--- config.mk ---
export PLATFORM = sky130hd
export DESIGN_NAME = alarm_ctrl
export DESIGN_NICKNAME = d
export VERILOG_FILES = /design/src/rtl/alarm_ctrl.sv
export SDC_FILE = /design/constraint.sdc
export NUM_CORES = 1
export LEC_CHECK = 0
export CORE_MARGIN = 2
export CORE_UTILIZATION = 52
export CTS_BUF_LIST = sky130_fd_sc_hd__clkbuf_8
export DETAILED_ROUTE_END_ITERATION = 8
export PLACE_DENSITY_LB_ADDON = 0.3
export SLEW_MARGIN = 5
export SYNTH_ARGS = -nofsm -noshare
export SYNTH_HDL_FRONTEND = slang
export SYNTH_SLANG_ARGS = --single-unit
--- constraint.sdc ---
create_clock -name clk -period 2.5 [get_ports clk]
set_input_delay 0.375 -clock clk [delete_from_list [all_inputs] [get_ports clk]]
set_output_delay 0.375 -clock clk [all_outputs]
set_load 0.03 [all_outputs]
--- src/rtl/alarm_ctrl.sv ---
`timescale 1ns/1ps
// -----------------------------------------------------------------------------
// alarm_ctrl
//
// Alarm sequencing controller. Compares the running BCD time against the BCD
// alarm setting and sequences ringing, snooze and auto-off, driving the buzzer
// and status indicators. Single clock domain.
//
// Parameters:
//   RING_SECS    ticks the alarm rings before auto-off
//   SNOOZE_SECS  ticks spent in snooze before re-ringing
//   MAX_SNOOZE   snoozes allowed per alarm event (fits in 2 bits)
//   CNT_W        seconds-counter width, holds max(RING_SECS, SNOOZE_SECS)
//
// Ports:
//   clk         system clock
//   reset       asynchronous, active-low reset
//   tick_1hz    one-cycle strobe, once per second
//   th1..ts0    current time, BCD hh:mm:ss
//   ah1..am0    alarm setting, BCD hh:mm
//   alarm_en    alarm switch, 1 = armed
//   snooze_n    snooze pushbutton, active-low, asynchronous
//   stop_n      stop pushbutton, active-low, asynchronous
//   buzzer      buzzer drive (registered)
//   ringing     high while ringing (registered)
//   snoozing    high while snoozing (registered)
//   missed      sticky: last event ended by auto-off
//   snooze_cnt  snoozes used in the current event
// -----------------------------------------------------------------------------
module alarm_ctrl #(
    parameter int RING_SECS   = 60,
    parameter int SNOOZE_SECS = 300,
    parameter int MAX_SNOOZE  = 3,
    parameter int CNT_W       = 9
) (
    input  logic       clk,
    input  logic       reset,
    input  logic       tick_1hz,
    input  logic [3:0] th1,
    input  logic [3:0] th0,
    input  logic [3:0] tm1,
    input  logic [3:0] tm0,
    input  logic [3:0] ts1,
    input  logic [3:0] ts0,
    input  logic [3:0] ah1,
    input  logic [3:0] ah0,
    input  logic [3:0] am1,
    input  logic [3:0] am0,
    input  logic       alarm_en,
    input  logic       snooze_n,
    input  logic       stop_n,
    output logic       buzzer,
    output logic       ringing,
    output logic       snoozing,
    output logic       missed,
    output logic [1:0] snooze_cnt
);

    typedef enum logic [1:0] {
        IDLE   = 2'd0,
        RING   = 2'd1,
        SNOOZE = 2'd2,
        DONE   = 2'd3
    } state_t;

    localparam logic [CNT_W-1:0] RING_LOAD    = CNT_W'(RING_SECS);
    localparam logic [CNT_W-1:0] SNOOZE_LOAD  = CNT_W'(SNOOZE_SECS);
    localparam logic [CNT_W-1:0] CNT_ONE      = CNT_W'(1);
    localparam logic [1:0]       SNOOZE_LIMIT = 2'(MAX_SNOOZE);

    // Saturating decrement: counters never wrap below zero.
    function automatic logic [CNT_W-1:0] dec_sat(input logic [CNT_W-1:0] v);
        return (v == '0) ? v : v - CNT_ONE;
    endfunction

    logic snz_sync_p0, snz_sync_p1, snz_sync_p2;
    logic stp_sync_p0, stp_sync_p1, stp_sync_p2;
    logic snooze_press, stop_press;
    logic hm_match, match;

    state_t           state, state_nxt;
    logic [CNT_W-1:0] ring_cnt, ring_cnt_nxt;
    logic [CNT_W-1:0] snz_cnt, snz_cnt_nxt;
    logic             phase, phase_nxt;
    logic             missed_nxt;
    logic [1:0]       snooze_cnt_nxt;

    // ---- stage p0/p1: button synchronizers, p2: edge-detect history ----
    always_ff @(posedge clk or negedge reset) begin
        if (!reset) begin
            snz_sync_p0 <= 1'b1;
            snz_sync_p1 <= 1'b1;
            snz_sync_p2 <= 1'b1;
            stp_sync_p0 <= 1'b1;
            stp_sync_p1 <= 1'b1;
            stp_sync_p2 <= 1'b1;
        end else begin
            snz_sync_p0 <= snooze_n;
            snz_sync_p1 <= snz_sync_p0;
            snz_sync_p2 <= snz_sync_p1;
            stp_sync_p0 <= stop_n;
            stp_sync_p1 <= stp_sync_p0;
            stp_sync_p2 <= stp_sync_p1;
        end
    end

    // Falling edge of the synchronized level; a held button yields one pulse.
    assign snooze_press = snz_sync_p2 & ~snz_sync_p1;
    assign stop_press   = stp_sync_p2 & ~stp_sync_p1;

    // Raw BCD field compares; invalid BCD simply never matches.
    assign hm_match = (th1 == ah1) && (th0 == ah0) && (tm1 == am1) && (tm0 == am0);
    assign match    = alarm_en && hm_match && (ts1 == 4'd0) && (ts0 == 4'd0);

    // ---- next-state logic; priority: alarm_en low > stop > snooze > tick ----
    always_comb begin
        state_nxt      = state;
        ring_cnt_nxt   = ring_cnt;
        snz_cnt_nxt    = snz_cnt;
        phase_nxt      = phase;
        missed_nxt     = missed;
        snooze_cnt_nxt = snooze_cnt;

        if (!alarm_en) begin
            state_nxt = IDLE;
        end else begin
            case (state)
                IDLE: begin
                    if (tick_1hz && match) begin
                        state_nxt      = RING;
                        ring_cnt_nxt   = RING_LOAD;
                        phase_nxt      = 1'b1;
                        snooze_cnt_nxt = 2'd0;
                        missed_nxt     = 1'b0;
                    end
                end
                RING: begin
                    if (stop_press) begin
                        state_nxt = DONE;
                    end else if (snooze_press && (snooze_cnt < SNOOZE_LIMIT)) begin
                        state_nxt      = SNOOZE;
                        snz_cnt_nxt    = SNOOZE_LOAD;
                        snooze_cnt_nxt = snooze_cnt + 2'd1;
                    end else if (tick_1hz) begin
                        // Last ring second: auto-off and flag the event as missed.
                        if (ring_cnt <= CNT_ONE) begin
                            state_nxt    = DONE;
                            missed_nxt   = 1'b1;
                            ring_cnt_nxt = '0;
                        end else begin
                            ring_cnt_nxt = dec_sat(ring_cnt);
                            phase_nxt    = ~phase;
                        end
                    end
                end
                SNOOZE: begin
                    if (stop_press) begin
                        state_nxt = DONE;
                    end else if (tick_1hz) begin
                        if (snz_cnt <= CNT_ONE) begin
                            state_nxt    = RING;
                            snz_cnt_nxt  = '0;
                            ring_cnt_nxt = RING_LOAD;
                            phase_nxt    = 1'b1;
                        end else begin
                            snz_cnt_nxt = dec_sat(snz_cnt);
                        end
                    end
                end
                DONE: begin
                    // Hold off until the minute moves on so the same minute
                    // cannot re-trigger the alarm.
                    if (!hm_match) begin
                        state_nxt = IDLE;
                    end
                end
                default: begin
                    state_nxt = IDLE;
                end
            endcase
        end
    end

    // ---- stage p0: state, counters and registered outputs ----
    always_ff @(posedge clk or negedge reset) begin
        if (!reset) begin
            state      <= IDLE;
            ring_cnt   <= '0;
            snz_cnt    <= '0;
            phase      <= 1'b0;
            missed     <= 1'b0;
            snooze_cnt <= 2'd0;
            ringing    <= 1'b0;
            snoozing   <= 1'b0;
            buzzer     <= 1'b0;
        end else begin
            state      <= state_nxt;
            ring_cnt   <= ring_cnt_nxt;
            snz_cnt    <= snz_cnt_nxt;
            phase      <= phase_nxt;
            missed     <= missed_nxt;
            snooze_cnt <= snooze_cnt_nxt;
            ringing    <= (state_nxt == RING);
            snoozing   <= (state_nxt == SNOOZE);
            buzzer     <= (state_nxt == RING) && phase_nxt;
        end
    end

endmodule
* Word level (Yosys, flattened, before mapping)
Cells that the tools add are included.
** Word-level totals
- Word-level logic and storage cells :: 115
- Bits of input ports :: 46
- Output and inout port bits :: 6
- Bits in registers :: 33
** Cells by class
- Eq/ne operators :: 20
- Magnitude comparators :: 3
- Reduce and logical (&&, ||, !) cells :: 21
- Multiplexer cells :: 48
- $add $sub $neg :: 3
- Bitwise operators :: 5
** Operator list (number)
- 9-bit 2-to-1 mux :: 15
- 9-bit case mux with 3 select lines :: 1
- 2-bit 2-to-1 mux :: 13
- 9-bit by 1-bit <= comparator with 1-bit output, second input constant :: 2
- 9-bit zero test :: 2
- 2-bit inequality test, second input constant :: 9
- 9-bit case mux with 2 select lines :: 1
- 9-bit by 1-bit subtractor with 9-bit output, second input constant :: 2
- 4-bit equality test :: 4
- 1-bit 2-to-1 mux :: 14
- 7-bit AND reduction :: 2
- 10-bit AND reduction :: 1
- 1-bit logical AND :: 9
- 4-bit zero test :: 2
- 2-bit case mux with 4 select lines :: 1
- 2-bit equality test, second input constant :: 3
- 3-bit inequality test, second input constant :: 2
- 5-bit AND reduction :: 1
- 2-bit by 1-bit equality test with 1-bit output, second input constant :: 2
- 2-bit case mux with 2 select lines :: 1
- 2-bit nonzero test :: 2
- 1-bit inverter :: 3
- 1-bit case mux with 3 select lines :: 1
- 3-bit nonzero test :: 1
- other kinds (5) :: 6

* Depth between registers and ports, before layout
Gate-level depths: netlist (run 1).
- Depth after elaboration :: 13
- Gate-level depth with buffers :: 9

* Worst setup path before layout (run 1)
Ideal clock, no wire load.
- Kind :: register to register
- From :: reg snooze_cnt[0]
- To :: reg ring_cnt[1]
- Arrival :: 2.096 ns
- Setup slack :: 0.279 ns
- Clock period less this slack :: 2.221 ns
- Required time :: 2.375 ns
- Stages on the path, launching flop included :: 8
- Cell sequence :: dfrtp_1 > ha_1 > or3b_1 > and3_1 > a21oi_1 > o31ai_4 > nand2_4 > mux2_4
** Between the ends
- Longest elaborated chain between the ends :: 4
** RTL lines
- start, declared :: line 56 : output logic [1:0] snooze_cnt
- start signal, assigned :: line 202 : snooze_cnt <= snooze_cnt_nxt;
- 2-bit < comparator :: line 140 : end else if (snooze_press && (snooze_cnt < SNOOZE_LIMIT)) begin
- 1-bit logical AND :: line 140
- 2-bit inequality test (no source line)
- 10-bit AND reduction (no source line)
- end signal, assigned :: line 198 : ring_cnt <= ring_cnt_nxt;
- end, declared :: line 82 : logic [CNT_W-1:0] ring_cnt, ring_cnt_nxt;
No other way between the ends.
A chain may end at the register's enable or synchronous reset.

* Worst setup path after layout (run 1)
- From :: reg snooze_cnt[0]
- To :: reg snz_cnt[1]
** Between the ends
- Longest elaborated chain between the ends :: 4
** RTL lines
- 2-bit < comparator :: line 140
- 1-bit logical AND :: line 140
- 2-bit inequality test (no source line)
- 7-bit AND reduction (no source line)
- end signal, assigned :: line 199 : snz_cnt <= snz_cnt_nxt;
- end, declared :: line 83 : logic [CNT_W-1:0] snz_cnt, snz_cnt_nxt;
No other way between the ends.

==> load_flow_metrics.sql, run 1 <==
INSERT INTO impl_metrics (metric_group, metric, value, unit) VALUES
('yosys', 'mappedNetlistNets', '285', ''),
('die', 'fp.dieArea', '4730', 'um2'),
('global_routing', 'antenna_violations_before_repair', '0', ''),
('timing', 'post-route-min-period', '2.29', 'ns'),
('timing', 'setup_repair_after_global_routing_missed_its_margin', 'no', ''),
('clock_tree', 'clkSinkCount', '33', ''),
('power', 'switching_share', '24.0', '%'),
('power', 'cellInternalPower', '0.000815', 'W'),
('yosys', 'synth-async-reset-ratio', '100', '%'),
('clock_tree', 'cts-root-to-sink-buffers', '2', ''),
('power', 'p_switching', '0.000257', 'W'),
('clock_tree', 'cts.htree.levels', '2', ''),
('power', 'cellPowerDensity', '373', 'nW/um2'),
('global_routing', 'overflow', '0', ''),
('timing', 'min_period_over_period', '91.7', '%'),
('die', 'initial_core_util', '54.1', '%'),
('global_routing', 'grt_pass1_wl', '8.96', 'mm'),
('global_routing', 'total_track_usage', '25.4', '%'),
('routing', 'drt_first_iter_violations', '125', ''),
('placed_design', 'dp_hpwl', '3.93', 'mm'),
('critical_path', 'critPathRequiredTime', '2.72', 'ns'),
('routing', 'route.vias.total', '2024', ''),
('yosys', 'synth_area_leader_cell', 'dfrtp_1', ''),
('final_layout', 'sequential_cell_area', '833', 'um2'),
('timing', 'finalClockSkew', '0.00726', 'ns'),
('timing', 'hold_viol_final', '0', ''),
('routing', 'antenna_violating_nets_post_route', '0', ''),
('critical_path', 'endpoint_kind', 'flip-flop', ''),
('final_layout', 'area_delta_synth_final', '31.7', '%'),
('yosys', 'portion_of_the_post_synthesis_area_used_by_sequential_elements', '38.2', '%'),
('final_layout', 'nFillCells', '310', ''),
('clock_tree', 'cts.repair_timing.setup_buffer_count', '0', ''),
('power', 'sum_of_internal_switching_and_leakage_power', '0.00107', 'W'),
('power', 'p_leak', '1.20', 'nW'),
('min_path', 'min_path_type', 'reg2reg', ''),
('global_routing', 'grt_max_degree', '34', ''),
('run_status', 'status', 'complete, no violations', ''),
('timing', 'relSlewSlack', '59.4', '%'),
('critical_path', 'path_class', 'reg2reg', ''),
('yosys', 'yosysWarnings', '0', ''),
('routing', 'drcViolationCount', '0', ''),
('critical_path', 'cp_data_arrival_time', '2.51', 'ns'),
('job', 'maxCapViolCount', '0', ''),
('die', 'core-area', '4030', 'um2'),
('routing', 'post_route_met1_wirelength', '2.16', 'mm'),
('clock_tree', 'cts_buffers', '5', ''),
('routing', 'top_layer', 'met4', ''),
('timing', 'worstMarginPinSlew', '0.604', 'ns'),
('critical_path', 'critPathSlowestCell', 'or3b_1', ''),
('yosys', 'synth_enable_flop_cells', '0', ''),
('yosys', 'ys_types', '55', ''),
('die', 'fp.dieW', '68.7', 'um'),
('final_layout', 'layout_commonest_cell', 'clkdlybuf4s50_1', ''),
('power', 'seq_power_share', '50.8', '%'),
('yosys', 'post_syn_area_per_cell', '9.39', 'um2'),
('placed_design', 'port-buffer-count', '51', ''),
('routing', 'postRouteWirelength', '5.03', 'mm'),
('yosys', 'synth_top_cell_area_share', '31.0', '%'),
('clock_tree', 'tritoncts', 'yes', ''),
('timing', 'fin_setup_tns', '0', 'ns'),
('clock_tree', 'ctsResizeCount', '0', ''),
('die', 'floorplan.rows', '23', ''),
('routing', 'detailroute.wirelength.met3', '266', 'um'),
('yosys', 'syn-cell-area', '2180', 'um2'),
('critical_path', 'max_stage_delay', '0.43', 'ns'),
('global_routing', 'via_count_of_the_first_global_routing_pass', '2034', ''),
('final_layout', 'drive_gt1_share', '14.3', '%'),
('critical_path', 'crit_fanout', '11', ''),
('final_layout', 'highest_count_cells_in_the_layout_ignoring_fill_and_taps', '51 x clkdlybuf4s50_1, 27 x dfrtp_1, 25 x nor2_1', ''),
('final_layout', 'finalNetCount', '345', ''),
('final_layout', 'multi_input_comb_area', '1270', 'um2');
==> metal layers <==
layer / vias to the layer above / track usage (%)
met5: - / 0
met4: 0 / 12.0
met3: 13 / 4.55
met2: 77 / 41.2
met1: 962 / 32.6
li1: 972 / -
==> cell type report <==
cell class,instances,share of cell area [%]
Clock inverter,3,0.479
Multi-Input combinational cell,180,44.1
Timing Repair Buffer,61,20.4
Tap cell,50,2.18
Sequential cell,33,29.0
Inverter,11,1.44
Clock buffer,5,2.40
==> final timing paths <==
check | startpoint | to | cells after the start
max in group asynchronous | reset | snz_sync_p0 | 2
min reg2reg | stp_sync_p0 | stp_sync_p1 | 0
max | snooze_cnt[0] | snz_cnt[1] | 7
max reg2reg | snooze_cnt[0] | snz_cnt[1] | 7
min | stp_sync_p0 | stp_sync_p1 | 0
min in group asynchronous | reset | snz_cnt[4] | 2
==> cell families after synthesis <==
kind of cell,after synthesis,share of synthesized area (%)
and+or+nand+nor,98,27.7
adders and majority gates,7,4.02
buffers and inverters,19,3.67
DFF,33,38.2
xor gates and xnor gates,16,6.43
AOI/OAI and AO/OA,57,18.8
muxes,2,1.15
==> state kept, by name, summed over array words and instances (netlist names), 2 cells and up <==
signal,cells
ring_cnt,9
snz_cnt,9
snooze_cnt,2
state,2
==> critical path, delay by kind of cell (launching register included) <==
| kind | cells | cell delay, ns |
|---|---|---|
| compound gates | 2 | 0.23 |
| fa+ha+maj | 1 | 0.20 |
| flops | 1 | 0.41 |
| simple gates | 4 | 1.38 |
==> synth_stat cells, types with 2 or more instances <==
cell type   n
a21oi_1     5
a22o_1      2
a31oi_1     6
and3_1      3
buf_2       3
clkbuf_1    3
dfrtp_1    27
dfstp_2     6
ha_1        7
inv_1      11
nand2_1    11
nand2b_1    4
nand3_1    12
nand4_1     3
nand4b_1    2
nor2_1     25
nor2b_1     3
nor3_1      8
nor4_1      3
nor4_2      3
nor4_4      2
o21ai_0    13
o21ai_1     4
o21bai_1    2
o22ai_1     2
o2bb2ai_1   8
o31ai_1     2
o41ai_1     3
or2_2       2
or3_1       7
xor2_1     16
==> power by group through the flow <==
stage                     Combinational (W)  Clock (W)  Sequential (W)
after global placement             0.000140          0        0.000554
after global routing               0.000157   0.000413        0.000545
after detailed placement           0.000143          0        0.000555
after floorplan                   0.0000477          0        0.000554
after CTS                          0.000144   0.000392        0.000545
final                              0.000141   0.000385        0.000545
==> metrics by stage <==
step | util, % | worst slack [ns] | cells | hold WS [ns] | area [um2]
final | 71.3 | 0.208 | 343 | 0.357 | 2870
after global routing | 71.3 | 0.0561 | 343 | 0.368 | 2870
after CTS | 71.3 | 0.195 | 343 | 0.357 | 2870
after detailed placement | 69.2 | 0.0136 | 335 | 0.348 | 2790
after global placement | 69.2 | 0.0783 | 335 | 0.346 | 2790
after floorplan | - | 0.279 | 232 | 0.0794 | 2180
Power figures use the tool's default switching activity.
==> inputs of run 2 (changes only) <==
- ABC_AREA: not set -> 1
- CORE_UTILIZATION: 52 -> 53
==> run 2 against run 1 <==
Net effect: cell count is 35% higher; synthesized cell count up 53%; utilization shrank 0.64 points; via count is 15% higher; combinational power rose to 11 times the previous value; clock skew shrank 0.0015 ns; largest cell class unchanged; highest routed layer unchanged.
==> load_flow_metrics.sql, run 2 <==
INSERT INTO impl_metrics (metric_group, metric, value, unit) VALUES
('run_status', 'status', 'complete, no violations', ''),
('timing', 'worstMarginPinSlew', '0.416', 'ns'),
('placed_design', 'dp_hpwl', '4.29', 'mm'),
('clock_tree', 'cts.htree.levels', '2', ''),
('yosys', 'ys_types', '38', ''),
('global_routing', 'antenna_violations_before_repair', '0', ''),
('power', 'cellPowerDensity', '890', 'nW/um2'),
('timing', 'setup_repair_after_global_routing_missed_its_margin', 'no', ''),
('critical_path', 'setup.reg_to_reg.worst_slack', '0.66', 'ns'),
('placed_design', 'port-buffer-count', '51', ''),
('die', 'initial_core_util', '56.1', '%'),
('placed_design', 'dp_worst_setup_slack', '0.268', 'ns'),
('timing', 'relSlewSlack', '72.3', '%'),
('final_layout', 'final_cells', '464', ''),
('die', 'fp.dieArea', '5270', 'um2'),
('final_layout', 'sequential_cell_area', '833', 'um2'),
('yosys', 'synthCells', '354', ''),
('critical_path', 'critical_path_cell_count', '12', ''),
('yosys', 'synth_area_leader_cell', 'dfrtp_1', ''),
('global_routing', 'grt_max_degree', '34', ''),
('die', 'floorplan.rows', '24', ''),
('clock_tree', 'cts_buffers', '5', ''),
('yosys', 'syn-cell-area', '2490', 'um2'),
('timing', 'hold_viol_final', '0', ''),
('final_layout', 'multi_input_comb_area', '1360', 'um2'),
('yosys', 'synth_mux_area_share', '0', '%'),
('yosys', 'synth-compound-area-share', '12.4', '%'),
('routing', 'dr_pass1_iterations', '4', ''),
('yosys', 'synth_top_cell_area_share', '27.1', '%'),
('final_layout', 'layout_commonest_cell', 'nand2_1', ''),
('timing', 'post-route-min-period', '1.89', 'ns'),
('job', 'maxCapViolCount', '0', ''),
('critical_path', 'cp_cell_sequence', 'clkdlybuf4s50_1 -> nand2_1 -> inv_1 -> nor2_1 -> nor2_1 -> nand2_1 -> nor2_1 -> nand3_1 -> nand2_2 -> nand3_4 -> nand2_1 -> o21ai_2', ''),
('min_path', 'hold_depth', '0', ''),
('timing', 'fin_setup_tns', '0', 'ns'),
('yosys', 'portion_of_the_post_synthesis_area_used_by_sequential_elements', '33.4', '%'),
('routing', 'drt_first_iter_violations', '99', ''),
('routing', 'postRouteWirelength', '5.34', 'mm'),
('die', 'core-area', '4440', 'um2'),
('power', 'p_leak', '1.59', 'nW'),
('global_routing', 'total_track_usage', '23.0', '%'),
('die', 'fp.dieW', '72.6', 'um'),
('global_routing', 'grt_pass1_wl', '9.51', 'mm'),
('clock_tree', 'clk_latency', '0.29', 'ns'),
('clock_tree', 'clkSinkCount', '33', ''),
('critical_path', 'max_stage_delay', '0.50', 'ns'),
('critical_path', 'crit_fanout', '18', ''),
('yosys', 'cells_taking_the_most_area_after_synthesis', 'dfrtp_1 27%, nand2_1 14%, inv_1 8.4%, nor2_1 6.8%, dfstp_2 6.3%', ''),
('placed_design', 'place_inst', '456', ''),
('timing', 'final_setup_violation_count', '0', ''),
('critical_path', 'reg2regPathDepth', '11', ''),
('yosys', 'post-synth-top-count-cell', 'nand2_1', ''),
('yosys', 'synth-adder-area-share', '3.51', '%'),
('routing', 'route.vias.total', '2327', ''),
('yosys', 'synth_ff_type', 'dfrtp_1', ''),
('timing', 'min_period_over_period', '75.8', '%'),
('critical_path', 'endpoint_kind', 'flip-flop', ''),
('final_layout', 'postLayoutCoreUtil', '70.6', '%'),
('clock_tree', 'cts-root-to-sink-buffers', '2', ''),
('final_layout', 'highest_count_cells_in_the_layout_ignoring_fill_and_taps', '91 x nand2_1, 58 x inv_1, 51 x clkdlybuf4s50_1', ''),
('yosys', 'synthXorXnorAreaFrac', '2.11', '%'),
('final_layout', 'finalNetCount', '464', ''),
('routing', 'routedWlPerCell', '11.5', 'um'),
('routing', 'post_drt_via_cell_ratio', '5.02', ''),
('critical_path', 'cp_data_arrival_time', '2.07', 'ns'),
('clock_tree', 'cts_root_buf', 'clkbuf_8', ''),
('clock_tree', 'cts.repair_timing.setup_buffer_count', '0', ''),
('routing', 'antenna_violating_nets_post_route', '0', ''),
('clock_tree', 'ctsResizeCount', '0', ''),
('critical_path', 'largest_delay_contributor_family_on_the_critical_path', 'simple AND/OR/NAND/NOR gates', ''),
('global_routing', 'via_count_of_the_first_global_routing_pass', '2229', ''),
('yosys', 'synth_top_family_by_area', 'simple AND/OR/NAND/NOR gates', ''),
('final_layout', 'area_delta_synth_final', '25.9', '%'),
('yosys', 'ys_seq_elements', '33', ''),
('yosys', 'post_syn_area_per_cell', '7.04', 'um2'),
('power', 'sum_of_internal_switching_and_leakage_power', '0.00279', 'W'),
('clock_tree', 'tritoncts', 'yes', ''),
('yosys', 'yosys-top-cells-count', '91 x nand2_1, 56 x inv_1, 45 x nor2_1, 27 x dfrtp_1, 22 x nand3_1', ''),
('die', 'io_pins', '52', ''),
('timing', 'final-max-slew-violation-count', '0', ''),
('routing', 'drcViolationCount', '0', ''),
('clock_tree', 'clkTransAtPathRegs', '0.06', 'ns'),
('critical_path', 'critPathRequiredTime', '2.68', 'ns'),
('final_layout', 'drive_gt1_share', '16.5', '%'),
('timing', 'max_freq', '528', 'MHz'),
('yosys', 'yosysWarnings', '0', ''),
('critical_path', 'path_class', 'in2reg', ''),
('yosys', 'synth-async-reset-ratio', '100', '%'),
('critical_path', 'critPathSlowestCell', 'clkdlybuf4s50_1', ''),
('yosys', 'mappedNetlistNets', '407', ''),
('yosys', 'synth_enable_flop_cells', '0', ''),
('global_routing', 'overflow', '0', ''),
('final_layout', 'largest_registers', 'ring_cnt x9, snz_cnt x9', ''),
('final_layout', 'nFillCells', '373', ''),
('clock_tree', 'cts_hold_buf', '0', ''),
('timing', 'finalClockSkew', '0.00580', 'ns'),
('die', 'die_h', '72.6', 'um'),
('power', 'ir_drop', '0.472', 'mV'),
('placed_design', 'place_congestion', '0.855', ''),
('final_layout', 'antenna_cells_inserted', '0', ''),
('min_path', 'min_path_type', 'reg2reg', ''),
('timing', 'final_critical_path_setup_slack', '0.606', 'ns'),
('critical_path', 'crit_path_start_kind', 'input port', ''),
('yosys', 'post_synth_and_or_nand_nor_area_fraction', '36.6', '%'),
('critical_path', 'path_buf_inv', '2', '');
[run 2: report_power, final]
part,internal (W),switching (W)
logic,0.000565,0.000954
registers,0.000697,0.000165
clock network,0.000216,0.000197
total,0.00148,0.00132
[run 2: cell type report]
class | count | area share [%]
Clock buffer | 6 | 2.63
Clock inverter | 2 | 0.239
Inverter | 68 | 8.37
Multi-Input combinational cell | 250 | 43.4
Sequential cell | 33 | 26.5
Tap cell | 52 | 2.07
Timing Repair Buffer | 53 | 16.7
[run 2: final timing paths]
kind / from / to
max in group asynchronous: reset / snz_sync_p2
max: ah0[1] / ring_cnt[4]
max reg2reg: ring_cnt[1] / ring_cnt[4]
min: stp_sync_p0 / stp_sync_p1
min in group asynchronous: reset / snz_cnt[6]
min reg2reg: stp_sync_p0 / stp_sync_p1
[run 2: per-stage QoR]
step / hold WS [ns] / area, um2
after floorplan: 0.0794 / 2490
after global placement: 0.346 / 3050
after detailed placement: 0.347 / 3050
after CTS: 0.357 / 3140
after global routing: 0.360 / 3140
final: 0.356 / 3140
[run 2: per-layer routing]
metal	GRT usage [%]	routed length [um]	vias to the layer above
met1	27.3	2380	1048
met5	0	0	-
met4	5.97	57	0
met3	5.80	263	7
li1	-	-	1226
met2	41.5	2640	46
[run 2: cells by family after synthesis]
| group | Yosys count |
|---|---|
| buffers and inverters | 71 |
| AOI/OAI and AO/OA | 44 |
| and+or+nand+nor | 193 |
| DFF | 33 |
| xor gates and xnor gates | 6 |
| adders and majority gates | 7 |
